<file path="config.mk">
export PLATFORM = sky130hd
export DESIGN_NAME = score_digit_writer
export DESIGN_NICKNAME = d
export VERILOG_FILES = /design/src/rtl/numbers_pkg.sv /design/src/rtl/bcd_converter.sv /design/src/rtl/score_digit_writer.sv
export SDC_FILE = /design/constraint.sdc
export NUM_CORES = 1
export LEC_CHECK = 0
export ABC_AREA = 1
export ABC_CLOCK_PERIOD_IN_PS = 4200
export CAP_MARGIN = 30
export CORE_ASPECT_RATIO = 0.75
export CORE_MARGIN = 2
export CORE_UTILIZATION = 57
export DETAILED_ROUTE_END_ITERATION = 6
export PLACE_DENSITY = 0.78
export SYNTH_ARGS = -nofsm -noshare
export SYNTH_HDL_FRONTEND = slang
export SYNTH_SLANG_ARGS = --single-unit
</file>
<file path="constraint.sdc">
create_clock -name pixel_clk_in -period 4.2 [get_ports pixel_clk_in]
set_input_delay 0.84 -clock pixel_clk_in [delete_from_list [all_inputs] [get_ports pixel_clk_in]]
set_output_delay 0.84 -clock pixel_clk_in [all_outputs]
set_load 0.1 [all_outputs]
</file>
<file path="src/rtl/numbers_pkg.sv">
`default_nettype none
// ============================================================================
//  Module   : numbers_pkg
//  Brief    : Glyph ROM geometry shared with the sprite reader, score writer
//             FSM states and the decimal limit helper.
//  Revision : 1.0  initial release
// ============================================================================
package numbers_pkg;

    // Geometry of the numbers.mem glyph ROM (one glyph per decimal digit)
    localparam int c_glyph_width    = 24;
    localparam int c_glyph_height   = 24;
    localparam int c_glyph_num_imgs = 10;

    typedef enum logic [2:0] {
        ST_IDLE    = 3'd0,
        ST_CONVERT = 3'd1,
        ST_COPY    = 3'd2,
        ST_DRAIN   = 3'd3,
        ST_DONE    = 3'd4
    } writer_state_t;

    // 10^n, used to derive the largest score that fits in n decimal digits
    function automatic int pow10(input int n);
        int acc;
        acc = 1;
        for (int i = 0; i < n; i++) begin
            acc = acc * 10;
        end
        return acc;
    endfunction

endpackage
`default_nettype wire

</file>
<file path="src/rtl/bcd_converter.sv">
`default_nettype none
// ============================================================================
//  Module   : bcd_converter
//  Brief    : Sequential double-dabble, one shift per clock, VALUE_W shifts.
//             o_done is high during the cycle whose closing edge performs the
//             final shift; o_bcd holds the result from the following cycle.
//             o_bcd[3:0] is the least-significant decimal digit.
//  Revision : 1.0  initial release
// ============================================================================
module bcd_converter #(
    parameter int VALUE_W    = 10,
    parameter int NUM_DIGITS = 3
) (
    input  logic                    clk,
    input  logic                    rst_n,
    input  logic                    i_start,
    input  logic [VALUE_W-1:0]      i_value,
    output logic                    o_done,
    output logic [4*NUM_DIGITS-1:0] o_bcd
);

    localparam int c_cnt_w = $clog2(VALUE_W + 1);
    localparam int c_bcd_w = 4 * NUM_DIGITS;

    logic                       r_active;
    logic [c_cnt_w-1:0]         r_count;
    logic [VALUE_W-1:0]         r_shift;
    logic [c_bcd_w-1:0]         r_bcd;
    logic [c_bcd_w-1:0]         w_bcd_adj;
    logic [c_bcd_w+VALUE_W-1:0] w_shifted;

    // Add 3 to every nibble of 5 or more before it is doubled by the shift
    generate
        for (genvar gi = 0; gi < NUM_DIGITS; gi++) begin : g_adjust
            assign w_bcd_adj[4*gi +: 4] = (r_bcd[4*gi +: 4] >= 4'd5) ?
                                          (r_bcd[4*gi +: 4] + 4'd3) :
                                          r_bcd[4*gi +: 4];
        end
    endgenerate

    assign w_shifted = {w_bcd_adj, r_shift} << 1;

    // Load on start, then shift binary bits into the BCD accumulator
    always_ff @(posedge clk or negedge rst_n) begin
        if (!rst_n) begin
            r_active <= 1'b0;
            r_count  <= '0;
            r_shift  <= '0;
            r_bcd    <= '0;
        end else if (i_start) begin
            r_active <= 1'b1;
            r_count  <= c_cnt_w'(VALUE_W);
            r_shift  <= i_value;
            r_bcd    <= '0;
        end else if (r_active) begin
            r_bcd    <= w_shifted[c_bcd_w+VALUE_W-1:VALUE_W];
            r_shift  <= w_shifted[VALUE_W-1:0];
            r_count  <= r_count - c_cnt_w'(1);
            if (r_count == c_cnt_w'(1)) begin
                r_active <= 1'b0;
            end
        end
    end

    assign o_done = r_active && (r_count == c_cnt_w'(1));
    assign o_bcd  = r_bcd;

endmodule
`default_nettype wire

</file>
<file path="src/rtl/score_digit_writer.sv">
`default_nettype none
// ============================================================================
//  Module   : score_digit_writer
//  Brief    : Renders a binary score as NUM_DIGITS decimal glyphs, copied
//             pixel by pixel from the glyph ROM into the 1-bit overlay
//             framebuffer, with leading-zero blanking.
//  Revision : 1.0  initial release
// ============================================================================
module score_digit_writer
    import numbers_pkg::*;
#(
    parameter int WIDTH      = c_glyph_width,
    parameter int HEIGHT     = c_glyph_height,
    parameter int NUM_IMGS   = c_glyph_num_imgs,
    parameter int NUM_DIGITS = 3,
    parameter int VALUE_W    = 10,
    parameter int FB_WIDTH   = NUM_DIGITS * WIDTH
) (
    input  logic                                       pixel_clk_in,
    input  logic                                       rst_in,
    input  logic                                       start_in,
    input  logic [VALUE_W-1:0]                         value_in,
    output logic                                       busy_out,
    output logic                                       done_out,
    output logic [$clog2(WIDTH*HEIGHT*NUM_IMGS)-1:0]   glyph_addr_out,
    input  logic                                       glyph_data_in,
    output logic [$clog2(FB_WIDTH*HEIGHT)-1:0]         fb_addr_out,
    output logic                                       fb_data_out,
    output logic                                       fb_we_out
);

    localparam int c_ga_w  = $clog2(WIDTH * HEIGHT * NUM_IMGS);
    localparam int c_fa_w  = $clog2(FB_WIDTH * HEIGHT);
    localparam int c_col_w = $clog2(WIDTH);
    localparam int c_row_w = $clog2(HEIGHT);
    localparam int c_dig_w = (NUM_DIGITS > 1) ? $clog2(NUM_DIGITS) : 1;
    localparam int c_limit = pow10(NUM_DIGITS);

    writer_state_t             r_state;
    writer_state_t             w_next;
    logic [c_col_w-1:0]        r_col;
    logic [c_row_w-1:0]        r_row;
    logic [c_dig_w-1:0]        r_dig;
    logic                      r_drain;
    logic                      w_conv_start;
    logic                      w_conv_done;
    logic [4*NUM_DIGITS-1:0]   w_bcd;
    logic [VALUE_W-1:0]        w_value_sat;
    logic [3:0]                w_digits [NUM_DIGITS];
    logic [NUM_DIGITS-1:0]     w_blank;
    logic                      w_zero_run;
    logic                      w_reading;
    logic                      w_last_read;
    logic [c_fa_w-1:0]         w_fb_addr;
    logic                      r_v1, r_v2;
    logic                      r_b1, r_b2;
    logic [c_fa_w-1:0]         r_fa1, r_fa2;

    // Clamp scores that do not fit into NUM_DIGITS decimal digits
    always_comb begin
        w_value_sat = value_in;
        if (32'(value_in) >= c_limit) begin
            w_value_sat = VALUE_W'(c_limit - 1);
        end
    end

    assign w_conv_start = (r_state == ST_IDLE) && start_in;

    bcd_converter #(
        .VALUE_W    (VALUE_W),
        .NUM_DIGITS (NUM_DIGITS)
    ) u_bcd (
        .clk     (pixel_clk_in),
        .rst_n   (rst_in),
        .i_start (w_conv_start),
        .i_value (w_value_sat),
        .o_done  (w_conv_done),
        .o_bcd   (w_bcd)
    );

    // Digit 0 is the leftmost glyph, i.e. the most significant BCD nibble
    generate
        for (genvar gd = 0; gd < NUM_DIGITS; gd++) begin : g_digits
            assign w_digits[gd] = w_bcd[4*(NUM_DIGITS-1-gd) +: 4];
        end
    endgenerate

    // Blank leading zeros; the rightmost digit always stays visible
    always_comb begin
        w_zero_run = 1'b1;
        w_blank    = '0;
        for (int i = 0; i < NUM_DIGITS - 1; i++) begin
            w_zero_run = w_zero_run && (w_digits[i] == 4'd0);
            w_blank[i] = w_zero_run;
        end
    end

    assign w_reading   = (r_state == ST_COPY);
    assign w_last_read = w_reading &&
                         (r_dig == c_dig_w'(NUM_DIGITS - 1)) &&
                         (r_row == c_row_w'(HEIGHT - 1)) &&
                         (r_col == c_col_w'(WIDTH - 1));

    assign glyph_addr_out = c_ga_w'(w_digits[r_dig]) * c_ga_w'(WIDTH * HEIGHT) +
                            c_ga_w'(r_row) * c_ga_w'(WIDTH) +
                            c_ga_w'(r_col);
    assign w_fb_addr      = c_fa_w'(r_row) * c_fa_w'(FB_WIDTH) +
                            c_fa_w'(r_dig) * c_fa_w'(WIDTH) +
                            c_fa_w'(r_col);

    // State register
    always_ff @(posedge pixel_clk_in or negedge rst_in) begin
        if (!rst_in) begin
            r_state <= ST_IDLE;
        end else begin
            r_state <= w_next;
        end
    end

    // Next-state and status outputs
    always_comb begin
        w_next   = r_state;
        busy_out = 1'b0;
        done_out = 1'b0;
        case (r_state)
            ST_IDLE: begin
                if (start_in) begin
                    w_next = ST_CONVERT;
                end
            end
            ST_CONVERT: begin
                busy_out = 1'b1;
                if (w_conv_done) begin
                    w_next = ST_COPY;
                end
            end
            ST_COPY: begin
                busy_out = 1'b1;
                if (w_last_read) begin
                    w_next = ST_DRAIN;
                end
            end
            ST_DRAIN: begin
                busy_out = 1'b1;
                if (r_drain) begin
                    w_next = ST_DONE;
                end
            end
            ST_DONE: begin
                done_out = 1'b1;
                w_next   = ST_IDLE;
            end
            default: begin
                w_next = ST_IDLE;
            end
        endcase
    end

    // Column, row, digit scan counters; they wrap to zero after the last read
    always_ff @(posedge pixel_clk_in or negedge rst_in) begin
        if (!rst_in) begin
            r_col <= '0;
            r_row <= '0;
            r_dig <= '0;
        end else if (w_reading) begin
            if (r_col == c_col_w'(WIDTH - 1)) begin
                r_col <= '0;
                if (r_row == c_row_w'(HEIGHT - 1)) begin
                    r_row <= '0;
                    r_dig <= (r_dig == c_dig_w'(NUM_DIGITS - 1)) ? '0 : r_dig + c_dig_w'(1);
                end else begin
                    r_row <= r_row + c_row_w'(1);
                end
            end else begin
                r_col <= r_col + c_col_w'(1);
            end
        end
    end

    // Two drain cycles let the last reads emerge from the ROM
    always_ff @(posedge pixel_clk_in or negedge rst_in) begin
        if (!rst_in) begin
            r_drain <= 1'b0;
        end else if (r_state == ST_DRAIN) begin
            r_drain <= ~r_drain;
        end else begin
            r_drain <= 1'b0;
        end
    end

    // Delay address and blank flag to line up with the 2-cycle ROM data
    always_ff @(posedge pixel_clk_in or negedge rst_in) begin
        if (!rst_in) begin
            r_v1  <= 1'b0;
            r_v2  <= 1'b0;
            r_b1  <= 1'b0;
            r_b2  <= 1'b0;
            r_fa1 <= '0;
            r_fa2 <= '0;
        end else begin
            r_v1  <= w_reading;
            r_b1  <= w_reading && w_blank[r_dig];
            r_fa1 <= w_fb_addr;
            r_v2  <= r_v1;
            r_b2  <= r_b1;
            r_fa2 <= r_fa1;
        end
    end

    assign fb_we_out   = r_v2;
    assign fb_addr_out = r_fa2;
    assign fb_data_out = glyph_data_in & ~r_b2;

endmodule
`default_nettype wire
</file>
; Yosys cells after proc, flatten, opt, wreduce, memory -nomap -nowiden
; Cells that the tools add are included.
[word_totals]
regBits = 69
output_inout_bits = 28
[op_classes]
add_sub_neg = 11
multipliers = 4
magnitude_cmp = 6
n_eq_ne = 12
mux = 29
bitwise_logic = 4
reduce_logical = 15
[op_table]
columns = cell, n
row1 = $mux W10, 3
row2 = $mux W12, 2
row3 = $mux W4, 6
row4 = $mux W3, 5
row5 = $add A13 B10 Y13, 1
row6 = $add A13 B5 Y13, 1
row7 = $ge A4 B3 Y1 const B, 3
row8 = $pmux W3 S4, 1
row9 = $add A11 B5 Y11, 1
row10 = $add A11 B7 Y11, 1
row11 = $add A5 B1 Y5 const B, 2
row12 = $eq A5 B5 Y1 const B, 2
row13 = $ge A10 B10 Y1 const B, 1
row14 = $mux W5, 2
row15 = $add A4 B2 Y4 const B, 2
row16 = $bmux W4 S2, 1
row17 = $logic_not A4 Y1, 2
row18 = $mul A5 B4 Y8 const B, 1
row19 = $logic_and A1 B1 Y1, 7
row20 = $mul A4 B4 Y7 const B, 1
row21 = $mul A5 B2 Y7 const B, 1
row22 = $mux W1, 7
row23 = $eq A3 B2 Y1 const B, 2
row24 = $eq A4 B1 Y1 const B, 1
row25 = 22 further kinds, 25

; Logic depth before layout (Yosys ltp)
; Gate-level depths: netlist (run 1).
[depth]
depth_word = 7
depth_mapped = 15
mapped_depth_nobuf = 15

; By module
; Synthesis (run 1) repeated with hierarchy kept, for this count alone.
[hier_totals]
cells_unflattened = 498
area_unflattened_um2 = 4260.3
[by_module_without_submodules]
columns = module, instances, cells_each, area_per_inst_um2, seq_area_each_um2
row1 = score_digit_writer, 1, 316, 2706.3, 1051.0
row2 = bcd_converter, 1, 182, 1554.0, 675.6

; Worst setup path after synthesis (run 1)
; No wires, ideal clock.
[synth_timing]
kind = register -> output
from = reg r_row[1]
to = out glyph_addr_out[10]
arrival_time_ps = 3579
setup_slack_ps = -219
stages_incl_launch_ff = 14
n_path_buf = 0
path_cell_list = dfrtp_1 -> ha_1 -> inv_1 -> fa_1 -> nor2_1 -> nor2_1 -> o21ai_0 -> xor2_1 -> ha_1 -> nand2_1 -> inv_1 -> nand2_1 -> nand3_1 -> xor2_1
[synth_via]
elab_chain_cells = 3
[synth_rtl]
columns = element, line_no
row1 = start: declaration, score_digit_writer.sv:42  ; logic [c_row_w-1:0] r_row;
row2 = start signal: assignment, score_digit_writer.sv:172  ; r_row <= r_row + c_row_w'(1);
row3 = $mul A5 B2 Y7, score_digit_writer.sv:105  ; c_ga_w'(r_row) * c_ga_w'(WIDTH) +
row4 = $add A13 B10 Y13, score_digit_writer.sv:104  ; assign glyph_addr_out = c_ga_w'(w_digits[r_dig]) * c_ga_w'(WIDTH * HEIGHT) +
row5 = $add A13 B5 Y13, score_digit_writer.sv:105
row6 = end: declaration, score_digit_writer.sv:25  ; output logic [$clog2(WIDTH*HEIGHT*NUM_IMGS)-1:0] glyph_addr_out,
; No other way between the ends.

; Worst setup path after layout (run 1)
[layout_timing]
from = reg r_row[0]
to = out glyph_addr_out[11]
; The elaborated chain is that of the path after synthesis.

==> results of run 1 <==
==> area by class of cell <==
| cell class | count | area, um2 |
|---|---|---|
| Timing Repair Buffer | 43 | 458 |
| Multi-Input combinational cell | 322 | 2040 |
| Inverter | 66 | 250 |
| Tap cell | 84 | 105 |
| Clock buffer | 9 | 124 |
| Sequential cell | 69 | 1730 |
| Clock inverter | 7 | 105 |
| Fill cell | 533 | 2020 |
==> layer usage <==
metal | share of wire (%) | global-route usage, % | routed length, um
met1 | 47 | 30.0 | 3640
met2 | 47 | 35.2 | 3640
met3 | 5.3 | 5.38 | 413
met4 | 1.5 | 8.11 | 119
met5 | 0 | 0 | 0
==> registers in the layout, summed over array words and instances, names as in the netlist, 2 cells and up <==
signal and cells:
r_dig 2, u_bcd.r_count 4, u_bcd.o_bcd 12, r_fa1 11, fb_addr_out 11, r_state 3
r_col 5, u_bcd.r_shift 10, r_row 5
==> kinds of logic after synthesis <==
group	share of synthesized area [%]
AO/OA/AOI/OAI	9.48
buffers and inverters	7.57
AND/OR/NAND/NOR	20.6
XOR/XNOR	4.11
flip-flops	42.6
adder cells (fa/ha/maj)	15.6
==> synth_stat cells, types with 2 or more instances <==
cell type,count,area share [%]
fa_1,6,3.0
buf_4,3,0.56
nand4_1,7,1.1
nor3_1,2,0.25
xor2_1,17,3.7
xnor2_1,2,0.43
buf_6,3,0.83
a21oi_1,19,2.3
o22ai_1,3,0.46
a31oi_1,4,0.62
inv_1,62,5.7
clkinv_1,2,0.19
a21o_1,2,0.37
o21ai_0,36,4.4
dfrtp_1,69,43
nand2_4,3,0.83
or2_2,3,0.46
ha_1,41,13
o21ai_2,2,0.43
nand3_1,39,4.8
nor2_1,30,2.8
nand2_1,97,9.0
nor2_4,2,0.56
==> path summary, 6_finish.rpt <==
check                          from                  to  depth (start not counted)
setup / recovery           r_row[0]  glyph_addr_out[11]                         13
hold / removal             r_fa1[5]      fb_addr_out[5]                          0
setup reg to reg           r_dig[0]           r_fa1[10]                          9
hold reg to reg            r_fa1[5]      fb_addr_out[5]                          0
max in group asynchronous    rst_in    u_bcd.r_shift[9]                          2
min in group asynchronous    rst_in            r_col[0]                          1
==> per-stage QoR <==
step | cells | hold slack, ps | worst slack [ps] | utilization (%) | TNS, ps
after floorplan | 463 | 331 | 56.6 | - | 0
after global placement | 583 | 332 | 650 | 66.8 | 0
after detailed placement | 583 | 335 | 442 | 66.8 | 0
after CTS | 599 | 351 | 35.8 | 70.2 | 0
after global routing | 600 | 353 | -5.68 | 70.4 | -5.68
final | 600 | 351 | 199 | 70.4 | 0
==> where the power goes <==
| part | switching, W | internal, W |
|---|---|---|
| Sequential | 0.000164 | 0.000883 |
| Clock | 0.000285 | 0.000345 |
| Combinational | 0.00136 | 0.000548 |
| Total | 0.00181 | 0.00178 |
==> layout by cell type (no fill, tap or decap), drive strengths merged <==
cell,instances
a22oi,2
nand2,100
clkdlybuf4s50,30
o21ai,39
dfrtp,69
fa,6
xor2,17
o21bai,1
clkbuf,9
clkinv,2
or2,3
nor2,33
a21o,2
ha,41
nand3,41
xnor2,2
o22ai,3
nor3,2
clkinvlp,1
buf,13
nand4,7
a21oi,19
bufinv,2
inv,68
a31oi,4
==> repair_timing <==
action	in CTS	in global routing
hold endpoints to repair	0	0
hold buffers	0	0
resized for setup	0	4
endpoints found under the setup margin	0	4
setup buffers	0	1
==> results.yml, run 1 <==
timing:
  layout_min_cycle_time_ps: 4000
  drv_slew: 0
  fmax_ghz: 0.250
  final-hold-violation-count: 0
  period_share_pct: 95.3
  finalSetupViolCount: 0
  tightest_slew_ps: 978
  fin_skew_ps: 11.3
  slew_headroom_pct: 34.6
setup_path:
  end_kind: "primary output"
  cp_top_family: "adder cells"
  cp.required_ps: 3360
  arrival_ps: 3160
  worst_path_largest_cell_delay_ps: 430
  crit_type: "register to primary output"
  crit_chain: "ha_2 > inv_1 > fa_1 > nor2_1 > nor2_1 > o21ai_0 > xor2_1 > ha_1 > a21o_1 > a22oi_1 > nand3_1 > nand2_1 > buf_12"
  crit_buf_inv: 2
  crit_top_cell: "nor2_1"
  cp_max_fo: 6
  cpMaxStageDelayCell: "dfrtp_1"
  reg2reg_setup_slack_ps: 1370
  start_kind: "register"
clocking:
  clk_latency_ps: 350
  path_clk_slew_ps: 90
  clock_tree.root_cell: "clkbuf_8"
  cts_tree: "done"
  htree_levels: 3
  clock_sinks: 69
  cts_buffers: 9
  cts_buffer_depth: 2
min_path:
  min_path_type: "register to register"
routing:
  drt_wl_total_um: 7820
  drt-pass1-iter-count: 4
  avgViaCountPerCell: 5.26
  wl_per_cell_um: 13.0
  drtAntennaViolNets: 0
  drcViolationCount: 0
  vias: 3153
  first_iter_violations: 256
synthesis:
  yosys_warnings: 0
  ys_ff_latch: 69
  syn_inst: 463
  yosys_most_used_dff: "dfrtp_1"
  synth_cell_types: 32
  yosysSeqAreaShare_pct: 42.6
  synth_area_um2: 4050
  synthesis.nets: 524
  synth-async-reset-ratio_pct: 100
  syn_area_per_cell_um2: 8.75
  synth_edf_count: 0
flow_run:
  cap_violations: 0
floorplanning:
  core.rowCount: 26
  die_area_um2: 7800
  coreArea_um2: 6830
  start_util_pct: 59.3
  dieWidth_um: 101
  ios: 42
  die_y_um: 77.0
global_routing:
  grt_overflow_total: 0
  antenna_found_initial: 0
  grt_usage_pct: 22.3
  grt_max_degree: 42
  grt_pass1_wl_um: 14000
  grt_pass1_vias: 3184
final_layout:
  drive_above_1_share_pct: 9.69
  final_cell_area_um2: 4810
  insertedDiodeCount: 0
  area_growth_pct: 18.7
  nNetsFinal: 572
placed_design:
  portBuffers: 41
  dpl_cell_area_um2: 4570
  globalplace.congestion: 0.885
  hpwl_um: 5810
power_and_ir_drop:
  static-leakage-power_nw: 2.49
  ir_worst_vdd_mv: 0.556
  finalPower_w: 0.00358
  p_per_area_nw_per_um2: 745
run_status:
  status: "finished clean"
Power figures use the tool's default switching activity.
==> run 2: changes to the inputs <==
--- a/config.mk
+++ b/config.mk
@@ -8,7 +8,7 @@
 export ABC_AREA = 1
 export ABC_CLOCK_PERIOD_IN_PS = 4200
 export CAP_MARGIN = 30
-export CORE_ASPECT_RATIO = 0.75
+export CORE_ASPECT_RATIO = 1.1
 export CORE_MARGIN = 2
 export CORE_UTILIZATION = 57
 export DETAILED_ROUTE_END_ITERATION = 6
==> results.yml, run 2 (synthesis gave the netlist of run 1 again) <==
routing:
  drtAntennaViolNets: 0
  avgViaCountPerCell: 5.42
  wl_per_cell_um: 13.3
  drcViolationCount: 0
  vias: 3252
  first_iter_violations: 166
  drt-pass1-iter-count: 4
  drt_wl_total_um: 7960
global_routing:
  grtUsageMet2_pct: 36.6
  grt_max_degree: 43
  grt_use_met3_pct: 3.83
  grt_overflow_total: 0
  grt_pass1_vias: 3301
  grt_busiest_layer: "met2"
  grt_pass1_wl_um: 13800
  antenna_found_initial: 0
  grt.met1_usage_pct: 27.4
  grt_usage_pct: 22.0
clocking:
  ctsHoldBuffers: 0
  cts_tree: "done"
  cts_buffer_depth: 2
  clk_latency_ps: 340
  cts_buffers: 9
  clock_sinks: 69
  path_clk_slew_ps: 80
  htree_levels: 3
  clock_tree.root_cell: "clkbuf_8"
setup_path:
  crit_chain: "clkinv_1 > o21ai_0 > o21ai_0 > ha_1 > ha_1 > nand2_1 > nor2_1 > nand2_1 > nand3_1 > nand2_1 > nand2_1 > nand2_1 > buf_12"
  crit_top_cell: "nand2_1"
  cp.required_ps: 3360
  worst_path_largest_cell_delay_ps: 440
  cp_max_fo: 13
  crit_buf_inv: 2
  end_kind: "primary output"
  crit_type: "register to primary output"
  start_kind: "register"
  cpMaxStageDelayCell: "dfrtp_1"
  reg2reg_setup_slack_ps: 1370
  arrival_ps: 3160
  cp_top_family: "adder cells"
power_and_ir_drop:
  p_per_area_nw_per_um2: 743
  switching_share_pct: 50.0
  intPower_w: 0.00178
  static-leakage-power_nw: 2.48
  clkPwrFrac_pct: 16.9
  p_seq_share_pct: 29.7
  p_comb_share_pct: 53.5
  p_switching_w: 0.00178
  ir_worst_vdd_mv: 0.594
timing:
  rsz0062_at_grt: "no"
  slew_headroom_pct: 34.0
  final-hold-violation-count: 0
  period_share_pct: 95.2
  finalSetupViolCount: 0
  drv_slew: 0
  fin_skew_ps: 8.95
  tightest_slew_ps: 986
  fin_setup_tns_ps: 0
  finalWorstSetupSlack_ps: 202
  whs_ps: 348
  fmax_ghz: 0.250
  layout_min_cycle_time_ps: 4000
final_layout:
  nNetsFinal: 571
  multi_input_area_um2: 2040
  register_area_um2: 1730
  nFillCells: 537
  fin_util_pct: 68.8
  mostFrequentLayoutCells: "nand2_1 (97), dfrtp_1 (68), inv_1 (62)"
  mostFrequentLayoutCell: "nand2_1"
  insertedDiodeCount: 0
  final_cells: 600
  drive_above_1_share_pct: 9.32
  area_growth_pct: 18.3
  largest_register_ffs: 12
run_status:
  status: "finished clean"
floorplanning:
  core.rowCount: 32
  dieWidth_um: 84.4
  coreArea_um2: 6970
  die_area_um2: 7800
  ios: 42
  die_y_um: 92.4
  start_util_pct: 58.2
flow_run:
  cap_violations: 0
placed_design:
  dp.cells: 584
  hpwl_um: 5970
  globalplace.congestion: 0.932
  preCtsSetupSlack_ps: 552
  portBuffers: 41
min_path:
  min_path_type: "register to register"
-- run 2: changes by cell type in the layout (fill, tap and decap cells not counted), sizes merged --
cell    delta
inv        -4
clkinv     +3
buf        -1
clkbuf     +1
-- run 2: layer usage --
layer  vias up  routed length, um
li1       1601                  -
met1      1537               3470
met2        85               3920
met3        29                341
met4         0                235
met5         -                  0
-- run 2: stage by stage --
step	cell area, um2	total power (W)
floorplan	4070	0.00250
global placement	4570	0.00291
detailed placement	4570	0.00297
CTS	4790	0.00358
global route	4790	0.00378
finish	4790	0.00356
-- run 2: final cells by class --
cell class / instances / area share [%]
Clock buffer: 10 / 2.87
Tap cell: 85 / 2.22
Timing Repair Buffer: 42 / 9.39
Sequential cell: 69 / 36.0
Inverter: 66 / 5.22
Multi-Input combinational cell: 322 / 42.5
Clock inverter: 6 / 1.80
-- run 2: repair_timing --
item | 4_1_cts | 5_1_grt
buffers inserted | 0 | 0
resized for setup | 0 | 2
endpoints found under the setup margin | 0 | 4
-- run 2: power groups by stage --
stage | combinational (W) | clock [W] | sequential, W
after floorplan | 0.00129 | 0 | 0.00122
after global placement | 0.00186 | 0 | 0.00105
after detailed placement | 0.00190 | 0 | 0.00106
after CTS | 0.00191 | 0.000614 | 0.00106
after global routing | 0.00206 | 0.000638 | 0.00108
final | 0.00190 | 0.000600 | 0.00106
-- run 2: path summary, 6_finish.rpt --
check,depth (start not counted),endpoint,startpoint
worst max-delay path,13,glyph_addr_out[12],r_dig[0]
worst min-delay path,0,fb_addr_out[8],r_fa1[8]
worst max register to register,9,r_fa1[10],r_dig[0]
worst min register to register,0,fb_addr_out[8],r_fa1[8]
max in group asynchronous,2,r_state[1],rst_in
min in group asynchronous,1,u_bcd.r_shift[0],rst_in
-- run 2: worst register-to-register path: stages (launching register included) --
cell and delay (ps):
dfrtp_1 440, clkinv_1 350, ha_1 420, fa_1 440, ha_1 260, fa_1 410, nand3_1 100, nand2_1 80
nand3_1 90, xor2_1 160
==> run 3: changes to the inputs <==
--- a/config.mk
+++ b/config.mk
@@ -8,7 +8,7 @@
 export ABC_AREA = 1
 export ABC_CLOCK_PERIOD_IN_PS = 4200
 export CAP_MARGIN = 30
-export CORE_ASPECT_RATIO = 1.1
+export CORE_ASPECT_RATIO = 0.9
 export CORE_MARGIN = 2
 export CORE_UTILIZATION = 57
 export DETAILED_ROUTE_END_ITERATION = 6
==> results.yml, run 3 (synthesis gave the netlist of run 1 again) <==
timing:
  final-hold-violation-count: 0
  fin_skew_ps: 12.3
  drv_slew: 0
  layout_min_cycle_time_ps: 3960
  fin_setup_tns_ps: 0
  fmax_ghz: 0.253
  period_share_pct: 94.3
  finalWorstSetupSlack_ps: 241
  tightest_slew_ps: 971
  rsz0062_at_grt: "no"
  finalSetupViolCount: 0
  slew_headroom_pct: 35.1
power_and_ir_drop:
  ir_worst_vdd_mv: 0.445
  static-leakage-power_nw: 2.47
  p_per_area_nw_per_um2: 722
setup_path:
  r2r_end: "r_fa1[10]"
  critPathCapture: "glyph_addr_out[11]"
  cp.required_ps: 3360
  crit_type: "register to primary output"
  crit_buf_inv: 2
  path_depth: 13
  worst_path_largest_cell_delay_ps: 440
  worst_r2r_path_depth: 10
  start_kind: "register"
  crit_top_cell: "nor2_1"
  cp_max_fo: 6
  arrival_ps: 3120
  cpMaxStageDelayCell: "dfrtp_1"
  cp_top_family: "adder cells"
  timing.rr.start: "r_dig[0]"
  end_kind: "primary output"
  reg2reg_setup_slack_ps: 1320
  setup.worst_path.start: "r_row[1]"
  crit_chain: "ha_2 > inv_1 > fa_1 > nor2_1 > nor2_1 > o21ai_0 > xor2_1 > ha_1 > a21o_1 > a22oi_1 > nand3_1 > nand2_1 > buf_12"
global_routing:
  grt_max_degree: 37
  grt_pass1_vias: 3008
  grt_pass1_wl_um: 13200
  grt_usage_pct: 21.4
  grt_overflow_total: 0
  antenna_found_initial: 0
run_status:
  status: "finished clean"
floorplanning:
  dieWidth_um: 92.9
  coreArea_um2: 6970
  ios: 42
  core.rowCount: 29
  die_area_um2: 7800
  start_util_pct: 58.2
  die_y_um: 84.0
final_layout:
  area_growth_pct: 17.9
  mostFrequentLayoutCells: "nand2_1 (97), dfrtp_1 (69), inv_1 (62)"
  drive_above_1_share_pct: 9.13
  mostFrequentLayoutCell: "nand2_1"
  largest_register_ffs: 12
  nFillCells: 550
  nNetsFinal: 572
  insertedDiodeCount: 0
  fin_util_pct: 68.5
clocking:
  clk_latency_ps: 350
  cts_buffers: 9
  clock_sinks: 69
  cts_tree: "done"
  htree_levels: 3
  cts_buffer_depth: 2
  ctsResizeCount: 0
  path_clk_slew_ps: 70
  ctsHoldBuffers: 0
  clock_tree.root_cell: "clkbuf_8"
  post_cts_buffers: 0
placed_design:
  globalplace.congestion: 0.898
  preCtsSetupSlack_ps: 555
  hpwl_um: 5650
  portBuffers: 41
routing:
  vias: 3135
  first_iter_violations: 103
  wl_per_cell_um: 12.4
  drt-pass1-iter-count: 4
  drcViolationCount: 0
  drt_wl_total_um: 7520
  drtAntennaViolNets: 0
  avgViaCountPerCell: 5.16
min_path:
  min_path_type: "register to register"
flow_run:
  cap_violations: 0
## run 3: report_power, final
part	switching (W)	internal [W]	leakage [nW]
logic	0.00133	0.000546	1.49
registers	0.000161	0.000883	0.889
clock network	0.000256	0.000270	0.0915
total	0.00175	0.00170	2.47
## run 3: cell type report
type | count | area [um2] | area share (%)
clock inverter | 6 | 63.8 | 1.34
clock buffer | 9 | 124 | 2.59
tap | 93 | 116 | 2.44
timing repair buffer | 43 | 458 | 9.59
inverter | 66 | 250 | 5.24
sequential | 69 | 1730 | 36.2
multi-input combinational | 322 | 2040 | 42.6
## run 3: metal layers
metal	global-route usage, %	up-vias	share of wire (%)
met5	0	-	0
met4	8.56	0	1.3
met3	5.15	7	3.5
met2	35.0	65	48
met1	27.3	1463	47
li1	-	1600	-
## run 3: per-stage QoR
step	instances	cell area (um2)	hold WS, ps	total power (W)
2_1_floorplan	463	4070	331	0.00250
3_3_place_gp	593	4580	331	0.00289
3_5_place_dp	593	4580	335	0.00294
4_1_cts	608	4770	352	0.00348
5_1_grt	608	4770	358	0.00368
6_report	608	4770	348	0.00345
## run 3: worst min-delay path by stage
stage,cells after the start,slack (ps),to,start
detailed placement,0,330,fb_addr_out[4],r_fa1[4]
finish,0,350,fb_addr_out[6],r_fa1[6]
global placement,0,330,fb_addr_out[8],r_fa1[8]
CTS,0,350,fb_addr_out[4],r_fa1[4]
floorplan,0,330,fb_addr_out[0],r_fa1[0]
global route,0,360,fb_addr_out[9],r_fa1[9]
